`src/rtl/fetch_unit_if.sv`:
```
// Bundle of the fetch stage's control inputs, instruction-memory port and
// IF/ID register outputs. The master side is the fetch unit itself.
interface fetch_unit_if;
  // Control from the rest of the core
  logic        start;
  logic        stall;
  logic        redirect;
  logic [31:0] redirect_pc;
  // Instruction memory port (combinational read)
  logic [31:0] imem_addr;
  logic [31:0] imem_instr;
  // IF/ID register and status
  logic        ifid_valid;
  logic [31:0] ifid_instr;
  logic [31:0] ifid_pc;
  logic [31:0] ifid_pc4;
  logic        halted;
  logic [31:0] fetch_count;
  // Current FSM state for observation (0 idle, 1 run, 2 halt)
  logic [1:0]  fsm_state;

  modport master (
    input  start, stall, redirect, redirect_pc, imem_instr,
    output imem_addr, ifid_valid, ifid_instr, ifid_pc, ifid_pc4,
           halted, fetch_count, fsm_state
  );

  modport slave (
    output start, stall, redirect, redirect_pc, imem_instr,
    input  imem_addr, ifid_valid, ifid_instr, ifid_pc, ifid_pc4,
           halted, fetch_count, fsm_state
  );
endinterface

```
`src/rtl/fetch_unit.sv`:
```
// Instruction-fetch stage: holds the PC, presents the word address to the
// instruction memory and captures instruction + PC into the IF/ID register.
// Handles start-up, stall, redirect (flush) and halt on EBREAK.
// Control is level-based: each rising edge applies redirect > stall > fetch;
// there is no valid/ready handshake -- stall is the only back-pressure and it
// freezes the PC and IF/ID contents for that edge.
module fetch_unit #(
  parameter logic [31:0] RESET_PC   = 32'h0000_0000,
  parameter logic [31:0] HALT_INSTR = 32'h0010_0073,
  parameter logic [31:0] NOP_INSTR  = 32'h0000_0013
) (
  input  logic         clock,
  input  logic         resetn,
  fetch_unit_if.master bus
);

  typedef enum logic [1:0] {
    IDLE = 2'd0,
    RUN  = 2'd1,
    HALT = 2'd2
  } state_t;

  state_t      state_q, state_d;
  logic [31:0] pc_q;
  logic        valid_q;
  logic [31:0] instr_q;
  logic [31:0] ifid_pc_q;
  logic [31:0] ifid_pc4_q;
  logic [31:0] count_q;

  logic        do_redirect;
  logic        do_fetch;
  logic        do_clear;
  logic        is_halt_instr;

  assign is_halt_instr = (bus.imem_instr == HALT_INSTR);

  // State register
  always_ff @(posedge clock or negedge resetn) begin
    if (!resetn) begin
      state_q <= IDLE;
    end else begin
      state_q <= state_d;
    end
  end

  // Next state and per-edge datapath action, redirect > stall > fetch
  always_comb begin
    state_d     = state_q;
    do_redirect = 1'b0;
    do_fetch    = 1'b0;
    do_clear    = 1'b0;
    case (state_q)
      IDLE: begin
        if (bus.start) state_d = RUN;
      end
      RUN: begin
        if (bus.redirect) begin
          do_redirect = 1'b1;
        end else if (!bus.stall) begin
          do_fetch = 1'b1;
          if (is_halt_instr) state_d = HALT;
        end
      end
      HALT: begin
        // A redirect here means the EBREAK was on a wrong path
        if (bus.redirect) begin
          do_redirect = 1'b1;
          state_d     = RUN;
        end else if (!bus.stall) begin
          do_clear = 1'b1;
        end
      end
      default: state_d = IDLE;
    endcase
  end

  // PC, IF/ID register and saturating fetch counter
  always_ff @(posedge clock or negedge resetn) begin
    if (!resetn) begin
      pc_q       <= RESET_PC;
      valid_q    <= 1'b0;
      instr_q    <= NOP_INSTR;
      ifid_pc_q  <= 32'h0;
      ifid_pc4_q <= 32'h0;
      count_q    <= 32'h0;
    end else if (do_redirect) begin
      // Misaligned targets are silently word-aligned
      pc_q    <= {bus.redirect_pc[31:2], 2'b00};
      valid_q <= 1'b0;
      instr_q <= NOP_INSTR;
    end else if (do_fetch) begin
      instr_q    <= bus.imem_instr;
      ifid_pc_q  <= pc_q;
      ifid_pc4_q <= pc_q + 32'd4;
      valid_q    <= 1'b1;
      if (count_q != 32'hFFFF_FFFF) count_q <= count_q + 32'd1;
      // EBREAK is latched but the PC stays on it while halted
      if (!is_halt_instr) pc_q <= pc_q + 32'd4;
    end else if (do_clear) begin
      valid_q <= 1'b0;
    end
  end

  assign bus.imem_addr   = {2'b00, pc_q[31:2]};
  assign bus.ifid_valid  = valid_q;
  assign bus.ifid_instr  = instr_q;
  assign bus.ifid_pc     = ifid_pc_q;
  assign bus.ifid_pc4    = ifid_pc4_q;
  assign bus.halted      = (state_q == HALT);
  assign bus.fetch_count = count_q;
  assign bus.fsm_state   = state_q;

endmodule

```
`src/flat_wrapper.sv`:
```
// flat-port wrapper written by rule: the top's interface ports become plain ports
module fetch_unit_flat 
#(
  parameter logic [31:0] RESET_PC   = 32'h0000_0000,
  parameter logic [31:0] HALT_INSTR = 32'h0010_0073,
  parameter logic [31:0] NOP_INSTR  = 32'h0000_0013
)
  (clock, resetn, bus_start, bus_stall, bus_redirect, bus_redirect_pc, bus_imem_instr, bus_imem_addr, bus_ifid_valid, bus_ifid_instr, bus_ifid_pc, bus_ifid_pc4, bus_halted, bus_fetch_count, bus_fsm_state);
  fetch_unit_if bus_i ();
  input  logic clock;
  input  logic resetn;
  input wire logic [$bits(bus_i.start)-1:0] bus_start;
  input wire logic [$bits(bus_i.stall)-1:0] bus_stall;
  input wire logic [$bits(bus_i.redirect)-1:0] bus_redirect;
  input wire logic [$bits(bus_i.redirect_pc)-1:0] bus_redirect_pc;
  input wire logic [$bits(bus_i.imem_instr)-1:0] bus_imem_instr;
  output wire logic [$bits(bus_i.imem_addr)-1:0] bus_imem_addr;
  output wire logic [$bits(bus_i.ifid_valid)-1:0] bus_ifid_valid;
  output wire logic [$bits(bus_i.ifid_instr)-1:0] bus_ifid_instr;
  output wire logic [$bits(bus_i.ifid_pc)-1:0] bus_ifid_pc;
  output wire logic [$bits(bus_i.ifid_pc4)-1:0] bus_ifid_pc4;
  output wire logic [$bits(bus_i.halted)-1:0] bus_halted;
  output wire logic [$bits(bus_i.fetch_count)-1:0] bus_fetch_count;
  output wire logic [$bits(bus_i.fsm_state)-1:0] bus_fsm_state;
  assign bus_i.start = bus_start;
  assign bus_i.stall = bus_stall;
  assign bus_i.redirect = bus_redirect;
  assign bus_i.redirect_pc = bus_redirect_pc;
  assign bus_i.imem_instr = bus_imem_instr;
  assign bus_imem_addr = bus_i.imem_addr;
  assign bus_ifid_valid = bus_i.ifid_valid;
  assign bus_ifid_instr = bus_i.ifid_instr;
  assign bus_ifid_pc = bus_i.ifid_pc;
  assign bus_ifid_pc4 = bus_i.ifid_pc4;
  assign bus_halted = bus_i.halted;
  assign bus_fetch_count = bus_i.fetch_count;
  assign bus_fsm_state = bus_i.fsm_state;
  fetch_unit #(.RESET_PC(RESET_PC), .HALT_INSTR(HALT_INSTR), .NOP_INSTR(NOP_INSTR)) u_core (.clock(clock), .resetn(resetn), .bus(bus_i));
endmodule
```
`config.mk`:
```
export PLATFORM = sky130hd
export DESIGN_NAME = fetch_unit_flat
export DESIGN_NICKNAME = d
export VERILOG_FILES = /design/src/rtl/fetch_unit_if.sv /design/src/rtl/fetch_unit.sv /design/src/flat_wrapper.sv
export SDC_FILE = /design/constraint.sdc
export NUM_CORES = 1
export LEC_CHECK = 0
export CELL_PAD_IN_SITES_DETAIL_PLACEMENT = 1
export CELL_PAD_IN_SITES_GLOBAL_PLACEMENT = 1
export CORE_ASPECT_RATIO = 0.8
export CORE_MARGIN = 4
export CORE_UTILIZATION = 39
export CTS_BUF_LIST = sky130_fd_sc_hd__clkbuf_8
export CTS_CLUSTER_DIAMETER = 120
export DETAILED_ROUTE_END_ITERATION = 12
export HOLD_SLACK_MARGIN = 0.15
export PLACE_DENSITY = 0.95
export SLEW_MARGIN = 20
export SYNTH_ARGS = -nofsm -noshare
export SYNTH_HDL_FRONTEND = slang
export SYNTH_SLANG_ARGS = --single-unit
```
`constraint.sdc`:
```
create_clock -name clock -period 4.9 [get_ports clock]
set_clock_uncertainty 0.1 [all_clocks]
set_input_delay 0.98 -clock clock [delete_from_list [all_inputs] [get_ports clock]]
set_output_delay 0.98 -clock clock [all_outputs]
set_load 0.05 [all_outputs]
```
# Yosys cells after proc, flatten, opt, wreduce, memory -nomap -nowiden
# Index checks and enable logic that the tools add are counted.
# classes
eq_ne	10
add_sub_neg	2
n_bitwise	1
muxes	20
n_reduce_logical	8
# ops
operator	n
32-bit 2-to-1 mux	5
32-bit by 1-bit adder with 32-bit output, second input constant	1
32-bit by 3-bit adder with 32-bit output, second input constant	1
32-bit by 21-bit equality test with 1-bit output, second input constant	1
32-bit inequality test, second input constant	1
2-bit 2-to-1 mux	5
1-bit 2-to-1 mux	9
2-bit inequality test, second input constant	4
2-bit case mux with 3 select lines	1
5-bit AND reduction	1
2-bit by 1-bit inequality test with 1-bit output, second input constant	2
2-bit AND reduction	2
3-bit AND reduction	1
3-bit nonzero test	1
2-bit by 1-bit equality test with 1-bit output, second input constant	1
2-bit equality test, second input constant	1
2-bit zero test	1
2-bit nonzero test	1
2-bit OR reduction	1
1-bit inverter	1
# totals
reg_bits	163
out_inout_bits	164
input_bits	69

# Longest topological paths before layout
# depth
word_depth	6
mapped_depth	8

# Worst setup path after synthesis
# OpenSTA, ideal clock, no wires.
# synth_timing
kind	input to register
from	in bus_imem_instr[22]
to	reg u_core.state_q[1], in the netlist u_core.bus.fsm_state[1]
path_buffers	1
path_slack_ns	2.255
cell_stages	7
arrival_ns	2.420
cell_sequence	nor4b_1 > and4_1 > and4_1 > buf_4 > a21boi_1 > a221oi_2 > mux2_2
# synth_via
elab_chain_len	3
# synth_lines
item	line	rtl
start, declared	flat_wrapper.sv:16	input wire logic [$bits(bus_i.imem_instr)-1:0] bus_imem_instr;
32-bit by 21-bit equality test with 1-bit output	fetch_unit.sv:36	assign is_halt_instr = (bus.imem_instr == HALT_INSTR);
2-bit by 1-bit inequality test with 1-bit output (no source line)	n/a	
5-bit AND reduction (no source line)	n/a	
end signal, assigned	fetch_unit.sv:43	state_q <= state_d;
end, declared	fetch_unit.sv:23	state_t state_q, state_d;
# Every way passes these cells.
# A chain may end at the register's enable or synchronous reset.

# Final worst setup path
# layout_timing
from	in bus_imem_instr[22]
to	reg u_core.pc_q[18]
# layout_via
elab_chain_len	3
# layout_lines
item	line	rtl
32-bit by 21-bit equality test with 1-bit output	fetch_unit.sv:36	
2-bit by 1-bit inequality test with 1-bit output (no source line)	n/a	
2-bit AND reduction (no source line)	n/a	
end signal, assigned	fetch_unit.sv:89	pc_q <= {bus.redirect_pc[31:2], 2'b00};
end signal, assigned	fetch_unit.sv:99	if (!is_halt_instr) pc_q <= pc_q + 32'd4;
end, declared	fetch_unit.sv:24	logic [31:0] pc_q;
# Every way passes these cells.

==> impl_metrics.env <==
export IMPL_worstSetupEndpointType="flop"
export IMPL_dr_pass1_iters=4
export IMPL_top_usage_layer="met2"
export IMPL_last_weighted_congestion_value_of_the_routability_driven_placer=0.793
export IMPL_antenna_violations_before_repair=0
export IMPL_postCtsSetupBuffers=0
export IMPL_fillerInstances=2069
export IMPL_grt_max_degree=97
export IMPL_detail_route_drc_violations=0
export IMPL_crit_buf_inv=2
export IMPL_synthesis_yosys_warnings=0
export IMPL_placement_io_buffers=224
export IMPL_postSynth_topFlopCell="dfrtp_1"
export IMPL_cellPowerDensity_mw_per_mm2=718
export IMPL_worstPathArrival_ps=3660
export IMPL_cts_reportedPaths_clkPinSlew_ps=70
export IMPL_cellLeakagePower_uw=0.00450
export IMPL_tightest_pin_transition_ps=927
export IMPL_crit_fanout=24
export IMPL_mappedNetlistArea_mm2=0.00745
export IMPL_timing_slew_headroom=0.382
export IMPL_finalHoldViolCount=0
export IMPL_initialDrtViolationCount=435
export IMPL_pre_cts_ws_ps=1010
export IMPL_start_util=0.404
export IMPL_grt_first_pass_wirelength_um=40700
export IMPL_groute_layer_met3_usage=0.0745
export IMPL_num_io_pins=233
export IMPL_cp_required_ps=5120
export IMPL_die_width_um=163
export IMPL_fin_nets=1076
export IMPL_synth_async_sr_flop_share=1.00
export IMPL_most_common_layout_cells="223 x clkdlybuf4s50_1, 218 x nand2_1, 154 x dfrtp_1"
export IMPL_vertical_die_dimension_um=132
export IMPL_timing_critical_path_slowest_cell_delay_ps=660
export IMPL_grt_use_met2=0.394
export IMPL_drv_cap=0
export IMPL_sequential_fraction_of_the_synthesis_area=0.528
export IMPL_grt_util_met1=0.308
export IMPL_timing_final_ws_setup_ps=1450
export IMPL_crit_type="in -> reg"
export IMPL_setup_viol=0
export IMPL_max_freq_mhz=290
export IMPL_cts_buffers_inserted=17
export IMPL_dr_total_vias=6642
export IMPL_core_area_mm2=0.0184
export IMPL_post_dp_hpwl_um=18200
export IMPL_share_of_the_clock_period_used_by_the_worst_path=0.703
export IMPL_rsz_0062_raised_after_global_routing="false"
export IMPL_first_global_vias=7113
export IMPL_critPathLaunchType="input pin"
export IMPL_vias_per_cell=5.25
export IMPL_drt_wirelength_per_cell_um=19.9
export IMPL_ant_nets=0
export IMPL_tritoncts_num_sinks=157
export IMPL_synth_enable_flop_cells=0
export IMPL_final_common_cell="clkdlybuf4s50_1"
export IMPL_antenna_diode_count=0
export IMPL_cts_hold_repair_buffers=0
export IMPL_worstHoldPathType="reg -> reg"
export IMPL_wl_um=25200
export IMPL_max_clock_path_buffers=2
export IMPL_crit_chain="clkdlybuf4s50_1 -> nor4b_1 -> and4_1 -> nand4_1 -> buf_4 -> nand2_1 -> o21ai_0 -> a221o_1"
export IMPL_fp_dieArea_mm2=0.0214
export IMPL_grt_use_total=0.238
export IMPL_yosysUniqueCellTypes=61
export IMPL_crit_slowest_cell="nand2_1"
export IMPL_syn_avg_cell_area_um2=9.38
export IMPL_result_of_the_run="complete, no violations"
export IMPL_clk_latency_ps=460
export IMPL_grt_overflow_total=0
export IMPL_cts_tree="yes"
export IMPL_cts_htree_levels=4
export IMPL_postSynthCellCount=795
export IMPL_path_delay_family="simple AND/OR/NAND/NOR gates"
export IMPL_slew_viol_final=0
export IMPL_post_cts_resized_instances=0
export IMPL_ctsRootBufferMaster="clkbuf_8"
export IMPL_fin_crit_ps=3450
export IMPL_setup_total_negative_slack_ps=0
export IMPL_synth_ff_latch_count=157
export IMPL_worst_ir_drop_vdd_mv=0.483
export IMPL_drive_gt1_frac=0.0692
export IMPL_p_r_area_growth_vs_syn_pct=37.8
export IMPL_placement_rows=44
==> Yosys cell counts, types with 8 or more instances <==
master | number | share of area
nand4_1 | 18 | 0.015
xor2_1 | 22 | 0.026
clkbuf_1 | 32 | 0.016
nor4_1 | 9 | 0.0076
dfrtp_1 | 154 | 0.52
nor3_1 | 9 | 0.0060
nand3_1 | 56 | 0.038
and3_1 | 8 | 0.0067
a21oi_1 | 10 | 0.0067
xnor2_1 | 45 | 0.053
nor2_1 | 30 | 0.015
nand2_1 | 219 | 0.11
o21ai_0 | 55 | 0.037
inv_1 | 16 | 0.0081
==> sequential cells by signal, indices dropped and copies added (netlist names) <==
register                flops
u_core.bus.fetch_count     32
u_core.bus.ifid_instr      32
u_core.bus.ifid_pc4        30
u_core.bus.ifid_pc         30
u_core.pc_q                30
u_core.bus.fsm_state        2
u_core.bus.ifid_valid       1
==> area by class of cell <==
class | instances | area, um^2 | area share
clock buffers | 21 | 289 | 0.0281
repair buffers | 234 | 2320 | 0.226
flip-flops and latches | 157 | 3930 | 0.383
well taps | 253 | 317 | 0.0308
multi-input cells | 575 | 3250 | 0.316
inverters | 16 | 60.1 | 0.00585
clock inverters | 9 | 109 | 0.0106
==> tightest hold or removal path, stage by stage (launching register included) <==
cell and delay, ps:
dfrtp_1 340, nand2_1 50, nand2_1 50
==> cells by family after synthesis <==
logic type                 Yosys count  synth area share
AOI/OAI and AO/OA                  108            0.0875
DFF                                157             0.528
and+or+nand+nor                    386             0.252
adders and majority gates            6            0.0101
buffers and inverters               68            0.0405
other                                1          0.000503
xor gates and xnor gates            67            0.0787
muxes                                2           0.00302
==> per-stage QoR <==
stage | instances | utilization | hold slack [ps] | power [uW] | area, um^2
floorplan | 800 | - | 566 | 4860 | 7470
global placement | 1235 | 0.535 | 359 | 6250 | 9870
detailed placement | 1235 | 0.535 | 366 | 6400 | 9870
CTS | 1265 | 0.557 | 384 | 7440 | 10300
global route | 1265 | 0.557 | 418 | 7760 | 10300
finish | 1265 | 0.557 | 377 | 7370 | 10300
==> worst paths after layout <==
kind / start / end / slack [ps] / depth (start not counted)
setup reg to reg: u_core.pc_q[2] / u_core.pc_q[30] / 2020 / 7
hold reg to reg: u_core.bus.ifid_pc[31] / u_core.bus.ifid_pc[31] / 380 / 2
min in group asynchronous: resetn / u_core.bus.fetch_count[26] / 490 / 1
max in group asynchronous: resetn / u_core.pc_q[18] / 3110 / 2
hold / removal: u_core.bus.ifid_pc[31] / u_core.bus.ifid_pc[31] / 380 / 2
setup / recovery: bus_imem_instr[22] / u_core.pc_q[18] / 1450 / 8
==> layer usage <==
layer / part of all wire / routed length (um)
met1: 0.43 / 10800
met3: 0.067 / 1700
met5: 0 / 0
met4: 0.0098 / 248
met2: 0.50 / 12500
==> where the power goes <==
group	switching, uW	leakage [uW]	total, uW	internal, uW
registers	498	0.00200	2280	1790
logic	2780	0.00229	4080	1300
clock network	503	0.000204	1010	504
Note: power is estimated with default switching activity, not from simulation.
